`src/rtl/inst_fetch_unit_if.sv`:
```
// Fetch-unit bus bundle: instruction memory port, decode handshake, redirect/halt control.
// The fetch unit takes the master side; memory, decode and execute take the slave side.
interface inst_fetch_unit_if;
    logic        imem_req;
    logic [31:0] imem_addr;
    logic        imem_gnt;
    logic        imem_rvalid;
    logic [31:0] imem_rdata;
    logic        inst_valid;
    logic        inst_ready;
    logic [31:0] inst_data;
    logic [31:0] inst_pc;
    logic [4:0]  opcode;
    logic        redirect_valid;
    logic [31:0] redirect_pc;
    logic        halt;
    logic        halted;
    logic        misaligned;

    modport master (
        output imem_req, imem_addr,
        input  imem_gnt, imem_rvalid, imem_rdata,
        output inst_valid, inst_data, inst_pc, opcode,
        input  inst_ready,
        input  redirect_valid, redirect_pc, halt,
        output halted, misaligned
    );

    modport slave (
        input  imem_req, imem_addr,
        output imem_gnt, imem_rvalid, imem_rdata,
        input  inst_valid, inst_data, inst_pc, opcode,
        output inst_ready,
        output redirect_valid, redirect_pc, halt,
        input  halted, misaligned
    );
endinterface

```
`src/rtl/inst_fetch_unit.sv`:
```
// Instruction fetch: single-outstanding imem requests, DEPTH-entry instruction FIFO, redirect/halt.
// Optional FETCH_MISALIGN_TRAP_EN: a misaligned redirect target sets sticky misaligned and halts.
module inst_fetch_unit #(
    parameter int          DEPTH    = 2,
    parameter logic [31:0] RESET_PC = 32'h0000_0000
) (
    input  logic              clk,
    input  logic              rst,
    inst_fetch_unit_if.master bus
);
    localparam int            AW   = $clog2(DEPTH);
    localparam int            CW   = AW + 1;
    localparam logic [CW-1:0] FULL = CW'(DEPTH);

    typedef enum logic [1:0] {IDLE, REQ, WAIT, HALTED} state_t;

    state_t        state, state_n;
    logic [31:0]   pc, pc_n, req_pc;
    logic [31:0]   fifo_data [DEPTH];
    logic [31:0]   fifo_pc   [DEPTH];
    logic [AW-1:0] wptr, rptr;
    logic [CW-1:0] count, count_n;
    logic          drop, drop_n, mis, mis_n;
    logic          grant, push, pop, flush, redir, halt_in, bad_tgt;
    logic [31:0]   tgt;

    // Once halted, only reset brings the unit back; late control pulses are ignored.
    assign redir   = bus.redirect_valid & (state != HALTED);
    assign halt_in = bus.halt & (state != HALTED);
    assign flush   = redir | halt_in;

`ifdef FETCH_MISALIGN_TRAP_EN
    assign tgt     = bus.redirect_pc;
    assign bad_tgt = redir & (bus.redirect_pc[1:0] != 2'b00);
`else
    logic unused_lsb;
    assign unused_lsb = ^bus.redirect_pc[1:0];
    assign tgt        = {bus.redirect_pc[31:2], 2'b00};
    assign bad_tgt    = 1'b0;
`endif

    assign grant = (state == REQ) & bus.imem_gnt;
    assign push  = (state == WAIT) & bus.imem_rvalid & ~drop & ~flush;
    assign pop   = bus.inst_valid & bus.inst_ready & ~flush;

    always_comb begin
        count_n = count;
        if (flush) count_n = '0;
        else       count_n = count + CW'(push) - CW'(pop);
    end

    always_comb begin
        state_n = state;
        pc_n    = pc;
        drop_n  = drop;
        mis_n   = mis;
        case (state)
            IDLE:    if (count_n < FULL) state_n = REQ;
            REQ:     if (grant) begin
                         state_n = WAIT;
                         pc_n    = pc + 32'd4;
                     end
            WAIT:    if (bus.imem_rvalid) begin
                         drop_n  = 1'b0;
                         state_n = (count_n < FULL) ? REQ : IDLE;
                     end
            default: ;
        endcase
        // A response already in flight belongs to the old stream and must be discarded.
        if (redir) begin
            pc_n = tgt;
            if (grant)                                      drop_n  = 1'b1;
            else if (state == REQ)                          state_n = IDLE;
            else if (state == WAIT && !bus.imem_rvalid)     drop_n  = 1'b1;
        end
        if (bad_tgt) begin
            mis_n   = 1'b1;
            state_n = HALTED;
        end
        if (halt_in) state_n = HALTED;
    end

    always_ff @(posedge clk) begin
        if (rst) begin
            state  <= IDLE;
            pc     <= RESET_PC;
            req_pc <= RESET_PC;
            wptr   <= '0;
            rptr   <= '0;
            count  <= '0;
            drop   <= 1'b0;
            mis    <= 1'b0;
        end else begin
            state <= state_n;
            pc    <= pc_n;
            drop  <= drop_n;
            mis   <= mis_n;
            count <= count_n;
            if (grant) req_pc <= pc;
            if (flush) begin
                wptr <= '0;
                rptr <= '0;
            end else begin
                if (push) wptr <= wptr + 1'b1;
                if (pop)  rptr <= rptr + 1'b1;
            end
        end
    end

    // Storage needs no reset: entries are only visible while count is nonzero.
    always_ff @(posedge clk) begin
        if (push) begin
            fifo_data[wptr] <= bus.imem_rdata;
            fifo_pc[wptr]   <= req_pc;
        end
    end

    assign bus.imem_req   = (state == REQ);
    assign bus.imem_addr  = pc;
    assign bus.inst_valid = (count != '0);
    assign bus.inst_data  = bus.inst_valid ? fifo_data[rptr] : 32'h0;
    assign bus.inst_pc    = bus.inst_valid ? fifo_pc[rptr]   : 32'h0;
    assign bus.opcode     = bus.inst_data[6:2];
    assign bus.halted     = (state == HALTED);
    assign bus.misaligned = mis;
endmodule
```
`src/flat_wrapper.sv`:
```
// flat-port wrapper written by rule: the top's interface ports become plain ports
module inst_fetch_unit_flat 
#(
    parameter int          DEPTH    = 2,
    parameter logic [31:0] RESET_PC = 32'h0000_0000
)
  (clk, rst, bus_imem_req, bus_imem_addr, bus_imem_gnt, bus_imem_rvalid, bus_imem_rdata, bus_inst_valid, bus_inst_data, bus_inst_pc, bus_opcode, bus_inst_ready, bus_redirect_valid, bus_redirect_pc, bus_halt, bus_halted, bus_misaligned);
  inst_fetch_unit_if bus_i ();
  input  logic clk;
  input  logic rst;
  output wire logic [$bits(bus_i.imem_req)-1:0] bus_imem_req;
  output wire logic [$bits(bus_i.imem_addr)-1:0] bus_imem_addr;
  input wire logic [$bits(bus_i.imem_gnt)-1:0] bus_imem_gnt;
  input wire logic [$bits(bus_i.imem_rvalid)-1:0] bus_imem_rvalid;
  input wire logic [$bits(bus_i.imem_rdata)-1:0] bus_imem_rdata;
  output wire logic [$bits(bus_i.inst_valid)-1:0] bus_inst_valid;
  output wire logic [$bits(bus_i.inst_data)-1:0] bus_inst_data;
  output wire logic [$bits(bus_i.inst_pc)-1:0] bus_inst_pc;
  output wire logic [$bits(bus_i.opcode)-1:0] bus_opcode;
  input wire logic [$bits(bus_i.inst_ready)-1:0] bus_inst_ready;
  input wire logic [$bits(bus_i.redirect_valid)-1:0] bus_redirect_valid;
  input wire logic [$bits(bus_i.redirect_pc)-1:0] bus_redirect_pc;
  input wire logic [$bits(bus_i.halt)-1:0] bus_halt;
  output wire logic [$bits(bus_i.halted)-1:0] bus_halted;
  output wire logic [$bits(bus_i.misaligned)-1:0] bus_misaligned;
  assign bus_imem_req = bus_i.imem_req;
  assign bus_imem_addr = bus_i.imem_addr;
  assign bus_i.imem_gnt = bus_imem_gnt;
  assign bus_i.imem_rvalid = bus_imem_rvalid;
  assign bus_i.imem_rdata = bus_imem_rdata;
  assign bus_inst_valid = bus_i.inst_valid;
  assign bus_inst_data = bus_i.inst_data;
  assign bus_inst_pc = bus_i.inst_pc;
  assign bus_opcode = bus_i.opcode;
  assign bus_i.inst_ready = bus_inst_ready;
  assign bus_i.redirect_valid = bus_redirect_valid;
  assign bus_i.redirect_pc = bus_redirect_pc;
  assign bus_i.halt = bus_halt;
  assign bus_halted = bus_i.halted;
  assign bus_misaligned = bus_i.misaligned;
  inst_fetch_unit #(.DEPTH(DEPTH), .RESET_PC(RESET_PC)) u_core (.clk(clk), .rst(rst), .bus(bus_i));
endmodule
```
`config.mk`:
```
export PLATFORM = sky130hd
export DESIGN_NAME = inst_fetch_unit_flat
export DESIGN_NICKNAME = d
export VERILOG_FILES = /design/src/rtl/inst_fetch_unit_if.sv /design/src/rtl/inst_fetch_unit.sv /design/src/flat_wrapper.sv
export SDC_FILE = /design/constraint.sdc
export NUM_CORES = 1
export LEC_CHECK = 0
export BUFFER_PORTS_ARGS = -buffer_cell sky130_fd_sc_hd__buf_2
export CAP_MARGIN = 0
export CORE_ASPECT_RATIO = 0.8
export CORE_MARGIN = 2
export CORE_UTILIZATION = 46
export DETAILED_ROUTE_END_ITERATION = 6
export PLACE_DENSITY_LB_ADDON = 0.3
export SETUP_SLACK_MARGIN = 0.02
export SLEW_MARGIN = 10
export SYNTH_ARGS = -nofsm -noshare
export SYNTH_HDL_FRONTEND = slang
export SYNTH_SLANG_ARGS = --single-unit
```
`constraint.sdc`:
```
create_clock -name clk -period 8.99 [get_ports clk]
set_clock_uncertainty 0.15 [all_clocks]
set_input_delay 0.899 -clock clk [delete_from_list [all_inputs] [get_ports clk]]
set_output_delay 0.899 -clock clk [all_outputs]
set_load 0.02 [all_outputs]
```
==> results of run 1 <==
-- cell families after synthesis --
family	synth area share
buffers and inverters	0.0342
flip-flops	0.638
multiplexers	0.0832
AND/OR/NAND/NOR	0.144
XOR/XNOR	0.0121
AO/OA/AOI/OAI	0.0833
adder cells (fa/ha/maj)	0.00471
other	0.000470
-- layer usage --
metal | GRT usage | wire [um]
met5 | 0 | 0
met4 | 0.0537 | 145
met3 | 0.0521 | 1450
met2 | 0.285 | 7670
met1 | 0.277 | 8310
-- final cells by class --
class | count | share of cell area
sequential | 192 | 0.529
multi-input combinational | 446 | 0.275
timing repair buffer | 176 | 0.0936
clock buffer | 18 | 0.0446
tap | 225 | 0.0292
clock inverter | 14 | 0.0243
inverter | 11 | 0.00429
-- flip-flops by register name, indices dropped and copies added (netlist names), named ones only --
register,cells
u_core.bus.imem_addr,30
u_core.count,2
u_core.drop,1
u_core.fifo_data,64
u_core.fifo_pc,60
u_core.req_pc,30
u_core.rptr,1
u_core.state,2
u_core.wptr,1
-- how the worst min path moves through the flow --
stage | endpoint | cells after the start
floorplan | u_core.fifo_pc[0][10] | 0
global placement | u_core.fifo_pc[0][31] | 0
detailed placement | u_core.fifo_pc[1][5] | 0
CTS | u_core.fifo_pc[1][10] | 0
global route | u_core.fifo_pc[1][5] | 0
finish | u_core.fifo_pc[1][10] | 0
-- layout by cell type (no fill, tap or decap), types with 9 or more instances in the layout --
master / netlist / final
buf_2: 2 / 168
edfxtp_1: 124 / 124
nand2_1: 92 / 92
nor2_1: 90 / 89
dfxtp_1: 68 / 67
mux2i_1: 64 / 64
a21oi_1: 46 / 46
nor3_1: 19 / 19
clkbuf_16: 0 / 17
inv_1: 11 / 11
o21ai_0: 10 / 10
nor4_1: 11 / 10
xnor2_1: 9 / 9
a22oi_1: 9 / 9
-- worst reg2reg max path, stage by stage (launching register included) --
cell      delay [ps]
dfxtp_1          430
nand2_1          210
inv_1            130
nor2_1           440
nor2_1           110
ha_1             290
inv_1             30
ha_1             180
xnor2_1          170
xnor2_1          140
o21ai_0          120
a221oi_1         260
nor2_1            60
-- synth_stat cells (2+ instances only) --
master       n  area share
o21ai_0     10      0.0063
a21oi_1     46       0.029
nand3b_1     2      0.0019
nor2b_1      3      0.0024
o211ai_1     2      0.0019
nor4_1      11      0.0086
ha_1         3      0.0047
and4_1       2      0.0022
mux2_2       2      0.0028
o22ai_1      5      0.0039
o311ai_0     2      0.0022
nor2_1      90       0.042
nand4_1      5      0.0039
xnor2_1      9      0.0099
or3_1        4      0.0031
edfxtp_1   124        0.47
a221oi_1     6      0.0066
xor2_1       2      0.0022
nand4bb_1    2      0.0028
a311oi_1     2      0.0022
nor3_1      19       0.012
nand3_1      7      0.0044
a211oi_1     6      0.0056
a22oi_1      9      0.0085
inv_1       11      0.0052
buf_1        7      0.0033
nand2_1     92       0.043
buf_4       10      0.0094
nand4b_1     2      0.0022
and3_1       4      0.0031
dfxtp_1     68        0.17
mux2i_1     64       0.080
o21bai_1     2      0.0019
a21o_1       3      0.0028
clkbuf_1    32       0.015
or2_2        2      0.0016
a31oi_1      6      0.0047
buf_2        2      0.0013
-- through the flow --
stage / util / instances
5_1_grt: 0.561 / 1082
3_5_place_dp: 0.522 / 1050
2_1_floorplan: - / 700
6_report: 0.561 / 1082
4_1_cts: 0.561 / 1082
3_3_place_gp: 0.522 / 1050
-- report_power, final --
part           internal, W  switching (W)  total [W]
Clock             0.000521       0.000310   0.000832
Sequential        0.000952      0.0000233   0.000975
Combinational    0.0000407      0.0000706   0.000111
==> results.toml, run 1 <==
[outcome]
outcome = "completed"

[timing]
drv_slew = 0
rsz0062_at_grt = "false"
hold_viol = 0
max_freq_mhz = 306
setup_viol = 0
relSlewSlack = 0.306
min_period_over_period = 0.364
period_needed_ps = 3270
tns_ps = 0
holdWs_ps = 302
worst_pin_slew_ps = 1040
setup_slack_ps = 5720

[worst_setup_path]
cp_top_family = "buffers and inverters"
worst_r2r_endpoint = "u_core.state[0]"
crit_cells = 4
rr_worst_depth = 12
slowest_stage = "buf_4"
r2r-start = "u_core.state[1]"
worstPathRequired_ps = 7940
crit_type = "reg -> out"
cp-start-kind = "flip-flop"
cp.arrival_ps = 2220
critical_path_buf_inv_count = 2
critPathMaxFanout = 57
worstSetupEndpoint = "bus_inst_data[6]"
endpoint_kind = "output port"
r2r_setup_slack_ps = 6120
path_cells = "buf_4 > mux2i_1 > nor2_1 > buf_2"
critPathMaxStageDelay_ps = 790

[detailed_routing]
drt_iter0_drc = 428
drc = 0
first_pass_iters = 5
routed_wl_um = 17600
vias = 5733
avgRoutedWirePerCell_um = 16.2
ant_nets = 0
vias_per_cell = 5.30

[clocking]
cts-buffers-inserted = 17
cts_resized = 0
cts.clk_slew.worst_paths_ps = 70
cts_hold_buf = 0
cts.sinks = 192
cts_tree = "done"
clock_path_buffers = 2
cts-root-buf = "clkbuf_16"
clock_latency_ps = 420
htreeDepth = 4
cts_setup_buffers = 0

[finish]
multiInputGateArea_um2 = 2650
regArea_um2 = 5090
final_area_um2 = 9630
final_nets = 918
area_delta_synth_final_pct = 20.7
n_antenna_cell = 0
num-fill-cells = 1533
post_route_cells_drive_above_1_share = 0.254

[pwr]
power_w = 0.00192
ir_drop_uv = 126
p_leak_nw = 3.59
power.density_nw_per_um2 = 199

[global_routing]
grt_pass1_wl_um = 27000
gr-usage-all-layers = 0.191
grt_max_degree = 72
grt_overflow_total = 0
antenna_found_initial = 0
grt_pass1_vias = 5113

[placement]
globalplace.congestion = 0.823
post-place-ws_ps = 5670
dp_hpwl_um = 11200
port-buffer-count = 168
postPlaceCellArea_um2 = 8960

[job]
drv_cap = 0

[floorplanning]
core_um2 = 17200
initial_core_util = 0.465
pin_count = 176
num_rows = 43
fp.dieH_um = 122
dieWidth_um = 151
die-area_um2 = 18400

[min_path]
hold_class = "reg -> reg"
hp-start = "u_core.req_pc[10]"

[yosys]
ys_warn_count = 0
ys.flop_type = "edfxtp_1"
synth_area_um2 = 7970
async_flop_share = 0
avgSynthCellArea_um2 = 11.5
synth_cells = 696
ys_ff_latch = 192
seq_area_frac_synth = 0.638
yosysUniqueCellTypes = 56
synth_edf_count = 124
Power figures use the tool's default switching activity.
==> inputs of run 2 (changes only) <==
- clock period: 8.99 -> 3.4 ns (I/O delays scaled with it)
==> run 2 against run 1 <==
  * Global-route usage increased by 0.57 points
  * Sequential cell count unchanged
  * Combinational power increased to 3.0 times the previous value
  * Routed wire length increased by 2.4%
  * Non-clock buffer count increased by 40
  * Final cell count increased by 3.6%
  * Critical path type is now reg -> reg
==> results.toml, run 2 (synthesized netlist as in run 1, its figures left out) <==
[worst_setup_path]
endpoint_kind = "flip-flop"
path_cells = "nand2_2 > inv_4 > nor2_2 > nor2_1 > ha_1 > inv_1 > ha_1 > xnor2_1 > xnor2_1 > o21ai_0 > a221oi_1 > nor2_1"
r2r_setup_slack_ps = 740
worst_r2r_endpoint = "u_core.state[0]"
rr_worst_depth = 12
critPathMaxFanout = 12
critical_path_buf_inv_count = 2
cp.arrival_ps = 2790
slowest_stage = "dfxtp_1"
crit_type = "reg -> reg"
critPathMaxStageDelay_ps = 450
crit_cells = 12
worstSetupEndpoint = "u_core.state[0]"
cp-start-kind = "flip-flop"
r2r-start = "u_core.state[0]"
worstPathRequired_ps = 3530
cp-startpoint = "u_core.state[0]"
cp_top_family = "simple AND/OR/NAND/NOR gates"

[global_routing]
gr-usage-all-layers = 0.197
grt_max_degree = 63
grt_pass1_wl_um = 27800
antenna_found_initial = 0
grt_pass1_vias = 5281
grt_overflow_total = 0

[clocking]
cts-buffers-inserted = 17
cts_setup_buffers = 0
clock_latency_ps = 420
cts_resized = 0
cts.clk_slew.worst_paths_ps = 70
htreeDepth = 4
cts.sinks = 192
clock_path_buffers = 2
cts_tree = "done"
cts-root-buf = "clkbuf_16"

[job]
drv_cap = 0

[timing]
setup_slack_ps = 743
relSlewSlack = 0.427
max_freq_mhz = 376
hold_viol = 0
holdWs_ps = 12.5
setup_viol = 0
tns_ps = 0
period_needed_ps = 2660
worst_pin_slew_ps = 859
drv_slew = 0
min_period_over_period = 0.782
rsz0062_at_grt = "false"

[pwr]
p_leak_nw = 3.71
p_sw_frac = 0.234
combPwrFrac = 0.070
ir_drop_uv = 352
p_seq_frac = 0.537
power_w = 0.00480
clockPowerShare = 0.393
power.density_nw_per_um2 = 481
p_int_w = 0.00368
switchingPower_w = 0.00112

[placement]
port-buffer-count = 168
dp_hpwl_um = 11800
globalplace.congestion = 0.840
post-place-ws_ps = 733

[finish]
n_antenna_cell = 0
area_delta_synth_final_pct = 25.0
layout_top_registers = "u_core.fifo_data: 64 flops, u_core.fifo_pc: 60 flops"
layout_commonest_cell = "buf_2"
largest_reg_flops = 64
mostFrequentLayoutCells = "168 x buf_2, 124 x edfxtp_1, 90 x nand2_1"
final_nets = 958
post-route-util = 0.581
post_route_cells_drive_above_1_share = 0.254
largest-register = "u_core.fifo_data"
num-fill-cells = 1497

[detailed_routing]
first_pass_iters = 5
vias_per_cell = 5.23
vias = 5858
drc = 0
ant_nets = 0
avgRoutedWirePerCell_um = 16.1
routed_wl_um = 18000
drt_iter0_drc = 391

[min_path]
hold_class = "in -> reg"

[floorplanning]
core_um2 = 17200
die-area_um2 = 18400
num_rows = 43
fp.dieH_um = 122
initial_core_util = 0.465
dieWidth_um = 151
pin_count = 176

[outcome]
outcome = "completed"
run 2: area by class of cell:
class / count / area, um^2 / share of cell area
clock buffers: 18 / 429 / 0.0430
clock inverters: 13 / 128 / 0.0128
inverters: 11 / 43.8 / 0.00439
multi-input cells: 446 / 2670 / 0.268
flip-flops and latches: 192 / 5090 / 0.510
well taps: 225 / 282 / 0.0282
repair buffers: 216 / 1330 / 0.133
run 2: how the worst min path moves through the flow:
| stage | to | startpoint | cells past startpoint |
|---|---|---|---|
| floorplan | u_core.fifo_pc[0][10] | u_core.req_pc[10] | 0 |
| global placement | u_core.fifo_pc[0][11] | u_core.req_pc[11] | 0 |
| detailed placement | u_core.fifo_pc[1][3] | u_core.req_pc[3] | 0 |
| CTS | u_core.bus.imem_addr[6] | bus_redirect_pc[6] | 3 |
| global route | u_core.bus.imem_addr[6] | bus_redirect_pc[6] | 3 |
| finish | u_core.bus.imem_addr[6] | bus_redirect_pc[6] | 3 |
run 2: metal layers:
layer / up-vias / global-route usage / wire length (um)
met5: - / 0 / 0
met3: 19 / 0.0536 / 1490
li1: 2874 / - / -
met4: 0 / 0.0473 / 148
met2: 224 / 0.307 / 7930
met1: 2741 / 0.276 / 8440
run 2: worst register-to-register path: stages (launching register included):
cell and delay (ps):
dfxtp_1 450, nand2_2 190, inv_4 60, nor2_2 310, nor2_1 110, ha_1 290
inv_1 40, ha_1 180, xnor2_1 170, xnor2_1 140, o21ai_0 120, a221oi_1 260
nor2_1 60
run 2: power by group through the flow:
stage | clock network, W | logic (W) | registers (W)
after floorplan | 0 | 0.000165 | 0.00264
after global routing | 0.00203 | 0.000368 | 0.00258
final | 0.00189 | 0.000338 | 0.00258
after global placement | 0 | 0.000300 | 0.00262
after CTS | 0.00192 | 0.000338 | 0.00257
after detailed placement | 0 | 0.000305 | 0.00263
run 2: stage by stage:
| step | cells | cell area, um^2 |
|---|---|---|
| global route | 1121 | 9970 |
| CTS | 1121 | 9970 |
| global placement | 1055 | 9060 |
| detailed placement | 1055 | 9060 |
| floorplan | 700 | 8040 |
| finish | 1121 | 9970 |
run 2: what timing repair did:
action | in CTS | in global routing
endpoints found under the setup margin | 0 | 0
hold buffers | 35 | 0
hold endpoints to repair | 68 | 0
